**config.mk**
```make
export PLATFORM = sky130hd
export DESIGN_NAME = imem_arbiter
export DESIGN_NICKNAME = d
export VERILOG_FILES = /design/src/rtl/imem_arbiter.sv
export SDC_FILE = /design/constraint.sdc
export NUM_CORES = 1
export LEC_CHECK = 0
export ABC_AREA = 0
export ABC_CLOCK_PERIOD_IN_PS = 2100
export CAP_MARGIN = 20
export CORE_UTILIZATION = 35
export DETAILED_ROUTE_END_ITERATION = 12
export PLACE_DENSITY = 0.62
export SYNTH_ARGS = -nofsm -noshare
export SYNTH_HDL_FRONTEND = slang
export SYNTH_SLANG_ARGS = --single-unit
```
**constraint.sdc**
```tcl
create_clock -name clk -period 2.1 [get_ports clk]
set_input_delay 0.42 -clock clk [delete_from_list [all_inputs] [get_ports clk]]
set_output_delay 0.42 -clock clk [all_outputs]
set_load 0.02 [all_outputs]
```
**src/rtl/imem_arbiter.sv**
```systemverilog
// imem_arbiter: byte-serial memory sequencer shared between instruction fetch
// (IF) and the load/store unit (LS). One byte moves per cycle; 8/16/32-bit
// little-endian transfers are split or assembled here. Round-robin on ties.
module imem_arbiter (
   input  logic        clk,
   input  logic        rst_n,
   input  logic        if_req,
   input  logic [31:0] if_addr,
   output logic [31:0] if_rdata,
   output logic        if_done,
   input  logic        ls_req,
   input  logic        ls_we,
   input  logic [1:0]  ls_size,
   input  logic [31:0] ls_addr,
   input  logic [31:0] ls_wdata,
   output logic [31:0] ls_rdata,
   output logic        ls_done,
   output logic [31:0] mem_addr,
   output logic        mem_we,
   output logic [7:0]  mem_wdata,
   input  logic [7:0]  mem_rdata,
   output logic        busy
);

   typedef enum logic [1:0] {IDLE, XFER, RESP} state_t;
   typedef enum logic {PORT_IF, PORT_LS} port_t;

   state_t      state;
   port_t       port;        // port owning the current transfer
   port_t       last_grant;  // loser of the next tie
   logic        we_q;
   logic [1:0]  last_idx;    // index of the final byte (nbytes - 1)
   logic [1:0]  cnt;         // byte index within the transfer
   logic [31:0] wdata_q;
   logic [31:0] asm_q;       // read assembly register

   port_t       grant_port;
   logic        grant_valid;
   logic [31:0] g_addr;
   logic        g_we;
   logic [1:0]  g_last;
   logic [31:0] g_wdata;
   logic [31:0] asm_next;
   logic [1:0]  lane_next;
   logic [7:0]  wbyte_next;

   // Arbitration: single requester wins outright, a tie goes to the port not served last.
   always_comb begin
      // NOTE: every output of a combinational block gets a default first so no latch is inferred.
      grant_port = PORT_LS;
      if (if_req && ls_req)
         grant_port = (last_grant == PORT_LS) ? PORT_IF : PORT_LS;
      else if (if_req)
         grant_port = PORT_IF;
   end

   assign grant_valid = if_req | ls_req;

   // Attributes of the winning request; IF is always a 4-byte read.
   always_comb begin
      g_addr  = ls_addr;
      g_we    = ls_we;
      g_wdata = ls_wdata;
      case (ls_size)
         2'd0:    g_last = 2'd0;
         2'd1:    g_last = 2'd1;
         default: g_last = 2'd3;
      endcase
      if (grant_port == PORT_IF) begin
         g_addr  = if_addr;
         g_we    = 1'b0;
         g_wdata = 32'h0;
         g_last  = 2'd3;
      end
   end

   // Assembly register with the byte arriving this cycle merged into lane cnt.
   always_comb begin
      asm_next = asm_q;
      asm_next[{cnt, 3'b000} +: 8] = mem_rdata;
   end

   assign lane_next  = cnt + 2'd1;
   assign wbyte_next = wdata_q[{lane_next, 3'b000} +: 8];

   // Sequencer FSM; memory bus, done pulses and rdata are all registered.
   always_ff @(posedge clk or negedge rst_n) begin
      if (!rst_n) begin
         state      <= IDLE;
         port       <= PORT_IF;
         last_grant <= PORT_LS;
         we_q       <= 1'b0;
         last_idx   <= 2'd0;
         cnt        <= 2'd0;
         wdata_q    <= 32'h0;
         asm_q      <= 32'h0;
         if_rdata   <= 32'h0;
         if_done    <= 1'b0;
         ls_rdata   <= 32'h0;
         ls_done    <= 1'b0;
         mem_addr   <= 32'h0;
         mem_we     <= 1'b0;
         mem_wdata  <= 8'h0;
         busy       <= 1'b0;
      end else begin
         // NOTE: state registers use non-blocking assignments so every update sees pre-edge values.
         case (state)
            IDLE: begin
               if (grant_valid) begin
                  state      <= XFER;
                  port       <= grant_port;
                  last_grant <= grant_port;
                  we_q       <= g_we;
                  last_idx   <= g_last;
                  wdata_q    <= g_wdata;
                  cnt        <= 2'd0;
                  // Cleared so lanes beyond a short read come out as zero.
                  asm_q      <= 32'h0;
                  mem_addr   <= g_addr;
                  mem_we     <= g_we;
                  mem_wdata  <= g_we ? g_wdata[7:0] : 8'h0;
                  busy       <= 1'b1;
               end
            end
            XFER: begin
               if (!we_q)
                  asm_q <= asm_next;
               if (cnt == last_idx) begin
                  state     <= RESP;
                  cnt       <= 2'd0;
                  mem_addr  <= 32'h0;
                  mem_we    <= 1'b0;
                  mem_wdata <= 8'h0;
                  // rdata is loaded on entry to RESP so it is valid alongside done.
                  if (port == PORT_IF) begin
                     if_done  <= 1'b1;
                     if_rdata <= asm_next;
                  end else begin
                     ls_done <= 1'b1;
                     if (!we_q)
                        ls_rdata <= asm_next;
                  end
               end else begin
                  cnt       <= lane_next;
                  // 32-bit increment wraps 0xFFFFFFFF to 0 naturally.
                  mem_addr  <= mem_addr + 32'd1;
                  mem_wdata <= we_q ? wbyte_next : 8'h0;
               end
            end
            RESP: begin
               state   <= IDLE;
               if_done <= 1'b0;
               ls_done <= 1'b0;
               busy    <= 1'b0;
            end
            default: state <= IDLE;
         endcase
      end
   end

endmodule

```
Word level (Yosys, flattened, before mapping)

Index checks and enable logic that the tools add are counted.

Bits in registers: 181
Bits of input ports: 111
Output and inout bits: 108
Logic and storage cells: 87

$add $sub $neg: 3
Equal/unequal tests: 9
Shift-type cells: 3
Muxes and demuxes: 37
Bitwise gates (word level): 3
Reduce and logical (&&, ||, !) cells: 16

Operators with widths:

| cell                   | number |
|---|---|
| $mux 32                | 6 |
| $pmux 32 s2            | 2 |
| $add 32x1->32 const B  | 1 |
| $bwmux 32              | 1 |
| $mux 8                 | 4 |
| $shift 8x7->32 const A | 1 |
| $shiftx 32x6->8        | 1 |
| $shiftx 8x7->32        | 1 |
| $pmux 8 s2             | 1 |
| $reduce_and 3->1       | 5 |
| $pmux 2 s2             | 3 |
| $mux 1                 | 11 |
| $mux 2                 | 5 |
| $ne 2x2->1 const B     | 5 |
| $pmux 1 s2             | 4 |
| $reduce_and 2->1       | 4 |
| $neg 5->7              | 1 |
| $reduce_bool 2->1      | 3 |
| $eq 2x1->1 const B     | 2 |
| $logic_not 2->1        | 2 |
| $reduce_and 4->1       | 1 |
| $add 2x1->2 const B    | 1 |
| $eq 2x2->1             | 1 |
| $eq 2x2->1 const B     | 1 |
| other kinds (3)        | 4 |

Depth between registers and ports, before layout

Depth after elaboration: 6
Mapped depth: 9

Worst setup path before layout

No wires, ideal clock.

Path type: register -> register
From: register cnt[0]
To: register asm_q[10]
Library setup time: 0.121 ns
Arrival: 1.983 ns
Required time: 1.979 ns
Slack: -0.004 ns
Stages on the path, launching flop included: 10
Buffers on the path: 3
Clock period less this slack: 2.104 ns
Cells stage by stage: dfrtp_1 buf_2 inv_1 ha_1 nor2b_1 and3_1 buf_1 and2_0 clkbuf_1 a22o_1

Cells in the longest elaborated chain, start to end: 5
Elaborated cells on any way between the ends: 6
Classes of those cells: add/sub: 1; shift: 2; mux: 3

RTL lines:

| element                                           | RTL line | text |
|---|---|---|
| start: declaration                                | 33       | `logic [1:0] cnt;` |
| start signal: assignment                          | 144      | `cnt <= lane_next;` |
| $neg 5->7 *                                       | 80       | `asm_next[{cnt, 3'b000} +: 8] = mem_rdata;` |
| $shiftx 8x7->32 or $shift 8x7->32 (tied branches) | 80       |  |
| $bwmux 32 *                                       | 80       |  |
| $mux 32 *                                         | 126      | `if (!we_q)` |
| $pmux 32 s2 *                                     | 107      | `case (state)` |
| end signal: assignment                            | 127      | `asm_q <= asm_next;` |
| end: declaration                                  | 35       | `logic [31:0] asm_q;` |

Mark *: on every way between the ends. The rest lies on a longest branch, timed or not. The select of a mux whose other input is x is not followed.
A chain may end at the register's enable or synchronous reset.

Worst setup path after layout

From: register mem_addr[5]
To: output mem_addr[5]

RTL lines:

| element                  | RTL line | text |
|---|---|---|
| start: declaration       | 18       | `output logic [31:0] mem_addr,` |
| start signal: assignment | 119      | `mem_addr <= g_addr;` |
| start signal: assignment | 146      | `mem_addr <= mem_addr + 32'd1;` |

No word-level cell between the ends.

==> run_results.csv <==
group,metric,value,unit
routing,detailedRoute.firstPassIterationCount,6,
layout,final_layout_size_suffix_gt1_share,13.06,%
timing,timing.max_slew.rel_slack,60.06,%
routing,wire_per_inst,17.48,um
timing,final_period_minus_worst_setup_slack,2.027,ns
floorplanning,ioPinCount,219,
timing,layout_skew,0.01271,ns
power,cellPowerDensity,1445,nW/um^2
routing,initialDrtViolationCount,453,
synth,syn-num-nets,929,
layout,mostFrequentLayoutCell,"clkdlybuf4s50_1",
clock_tree,cts_root_buffer,"clkbuf_16",
floorplanning,initial_core_utilization,35.83,%
timing,count_of_pins_over_their_slew_limit,0,
clock_tree,clk_pin_slew,0.07,ns
grt,overflow,0,
setup_path,cp.arrival,1.61,ns
timing,finalCritPeriodShare,96.52,%
placement,port-buffer-count,218,
timing,tightestPinTransition,0.5991,ns
floorplanning,die_y,157.2,um
grt,overall_fraction_of_global_route_tracks_in_use,20.28,%
routing,drt_drc_violations_left,0,
setup_path,critical_setup_path_class,"register to primary output",
synth,most_common_flop_cell_mapped_by_yosys,"dfrtp_1",
hold_path,min_path_type,"register to register",
timing,final.setup.worst_slack,0.07318,ns
clock_tree,cts-htree-levels,4,
grt,first_global_vias,7098,
layout,finalNetCount,1176,
timing,final.hold.worst_slack,0.4790,ns
synth,post_synth_edffs,0,
synth,seq_area_frac_synth,53.71,%
setup_path,critPathLaunchType,"register",
clock_tree,tritoncts.num_buffers,17,
placement,hpwl,17470,um
synth,mappedNetlistArea,8436,um^2
clock_tree,cts_tree,"done",
routing,routed_wire_length,24320,um
grt,grt_first_pass_wirelength,38580,um
floorplanning,chipWidth,157.2,um
power,vdd.ir_drop.worst,0.6294,mV
placement,numPlacedInstances,1355,
setup_path,reg2reg_depth,7,
synth,synthArstFlopShare,100.0,%
clock_tree,cts_max_path_buffers,2,
hold_path,holdPathStages,1,
routing,ant_nets,0,
layout,final_cell_mix,"217 x clkdlybuf4s50_1, 180 x dfrtp_1, 88 x nand2_1, 88 x a21oi_1, 69 x a22o_1",
setup_path,critical_path_required,1.68,ns
layout,syn_to_final_growth,42.44,%
job,maxCapViolations,0,
power,total_leakage_power,5.125,nW
clock_tree,numClockSinks,181,
floorplanning,core,23540,um^2
synth,syn_area_per_cell,10.39,um^2
setup_path,critPathCaptureType,"primary output",
layout,number_of_antenna_repair_diodes,0,
layout,fillers,2174,
placement,gp_congestion,0.8235,
timing,fmax,493.4,MHz
timing,unrepaired_setup_endpoints_after_global_routing,"false",
grt,grt_antenna_before_repair,0,
routing,detailroute.via_count,7303,
synth,yosys_warnings,0,
timing,timing.final.hold_violations,0,
setup_path,critical_path_fanout_max,6,
placement,dpl_ws,-0.1368,ns
floorplanning,std_cell_rows,56,
floorplanning,floorplan.die_area,24730,um^2
routing,detail_route.vias_per_cell,5.250,
synth,count_of_unique_library_cells_instantiated_by_yosys,53,
layout,cell_count_final_fillers_out,1391,
grt,largest_net_degree_at_the_start_of_global_routing,66,
synth,postSynthRegisterBits,181,
clock_tree,clk_latency,0.43,ns
outcome,run_status,"finished clean",
synth,post_synth_inst_count,812,
timing,timing.final.setup_violations,0,
## logic make-up after synthesis
group | after synthesis | synth area share (%)
and+or+nand+nor | 241 | 14.65
DFF | 181 | 53.71
xor gates and xnor gates | 11 | 1.142
buffers and inverters | 69 | 3.441
adders and majority gates | 6 | 0.8899
AOI/OAI and AO/OA | 275 | 21.45
muxes | 29 | 4.717
## metal layers
layer  vias up  GRT usage [%]  wire [um]
li1       3457              -          -
met1      3552          27.49      11080
met4         0          5.825        343
met5         -              0          0
met2       271          32.09      11310
met3        23          4.956       1593
## cells in the mapped netlist (13+ instances only)
master / instances / share of area (%)
nor2b_1: 35 / 2.6
a22o_1: 69 / 7.2
buf_1: 13 / 0.58
dfrtp_1: 180 / 53
o21ai_0: 58 / 3.4
nand3_1: 13 / 0.77
nand2_1: 88 / 3.9
mux2i_1: 15 / 1.8
nor2_1: 46 / 2.0
buf_2: 25 / 1.5
clkbuf_1: 24 / 1.1
a21oi_1: 88 / 5.2
## report_power, final
group	internal, mW	switching (mW)	total (mW)
Combinational	3.97	4.48	8.45
Sequential	4.82	1.01	5.83
Clock	1.58	1.50	3.08
## state kept, by name, summed over array words and instances (netlist names), 2 cells and up
name       count
ls_rdata      32
asm_q         32
state          2
mem_wdata      8
if_rdata      32
last_idx       2
mem_addr      32
cnt            2
wdata_q       32
## worst max-delay path, stage by stage, from the launching register on
cell             delay [ns]
dfrtp_1                0.40
buf_4                  0.18
clkdlybuf4s50_1        0.61
## timing repair
action / CTS / global route
hold buffers: 1 / 0
endpoints found under the setup margin: 0 / 29
gates resized for setup: 0 / 9
setup buffers: 0 / 3
endpoints found under the hold margin: 52 / 0
## cell type report
class / instances / area, um^2 / share of cell area, %
Multi-Input combinational cell: 562 / 3662 / 30.48
Sequential cell: 181 / 4531 / 37.71
Timing Repair Buffer: 290 / 2829 / 23.54
Inverter: 7 / 26.28 / 0.2187
Tap cell: 319 / 399.1 / 3.322
Clock inverter: 15 / 142.6 / 1.187
Clock buffer: 17 / 425.4 / 3.541
## worst paths after layout
kind	start	to	slack, ns
worst min-delay path	if_done$_DFFE_PN0P_	if_done$_DFFE_PN0P_	0.48
worst max-delay path	mem_addr[5]$_DFFE_PN0P_	mem_addr[5]	0.07
worst max register to register	mem_addr[0]$_DFFE_PN0P_	mem_addr[30]$_DFFE_PN0P_	0.14
max in group asynchronous	rst_n	state[0]$_DFFE_PN0P_	0.92
worst min register to register	if_done$_DFFE_PN0P_	if_done$_DFFE_PN0P_	0.48
min in group asynchronous	rst_n	ls_rdata[4]$_DFFE_PN0P_	0.52
## through the flow
stage	TNS, ns	utilization [%]	area [um^2]	power (mW)
after CTS	0	50.87	11980	17.51
after global routing	0	51.04	12020	18.48
after global placement	-0.2226	48.41	11400	14.24
after floorplan	0	-	8436	10.32
final	0	51.04	12020	17.36
after detailed placement	-1.063	48.41	11400	14.38
(Power assumes the default switching activity.)
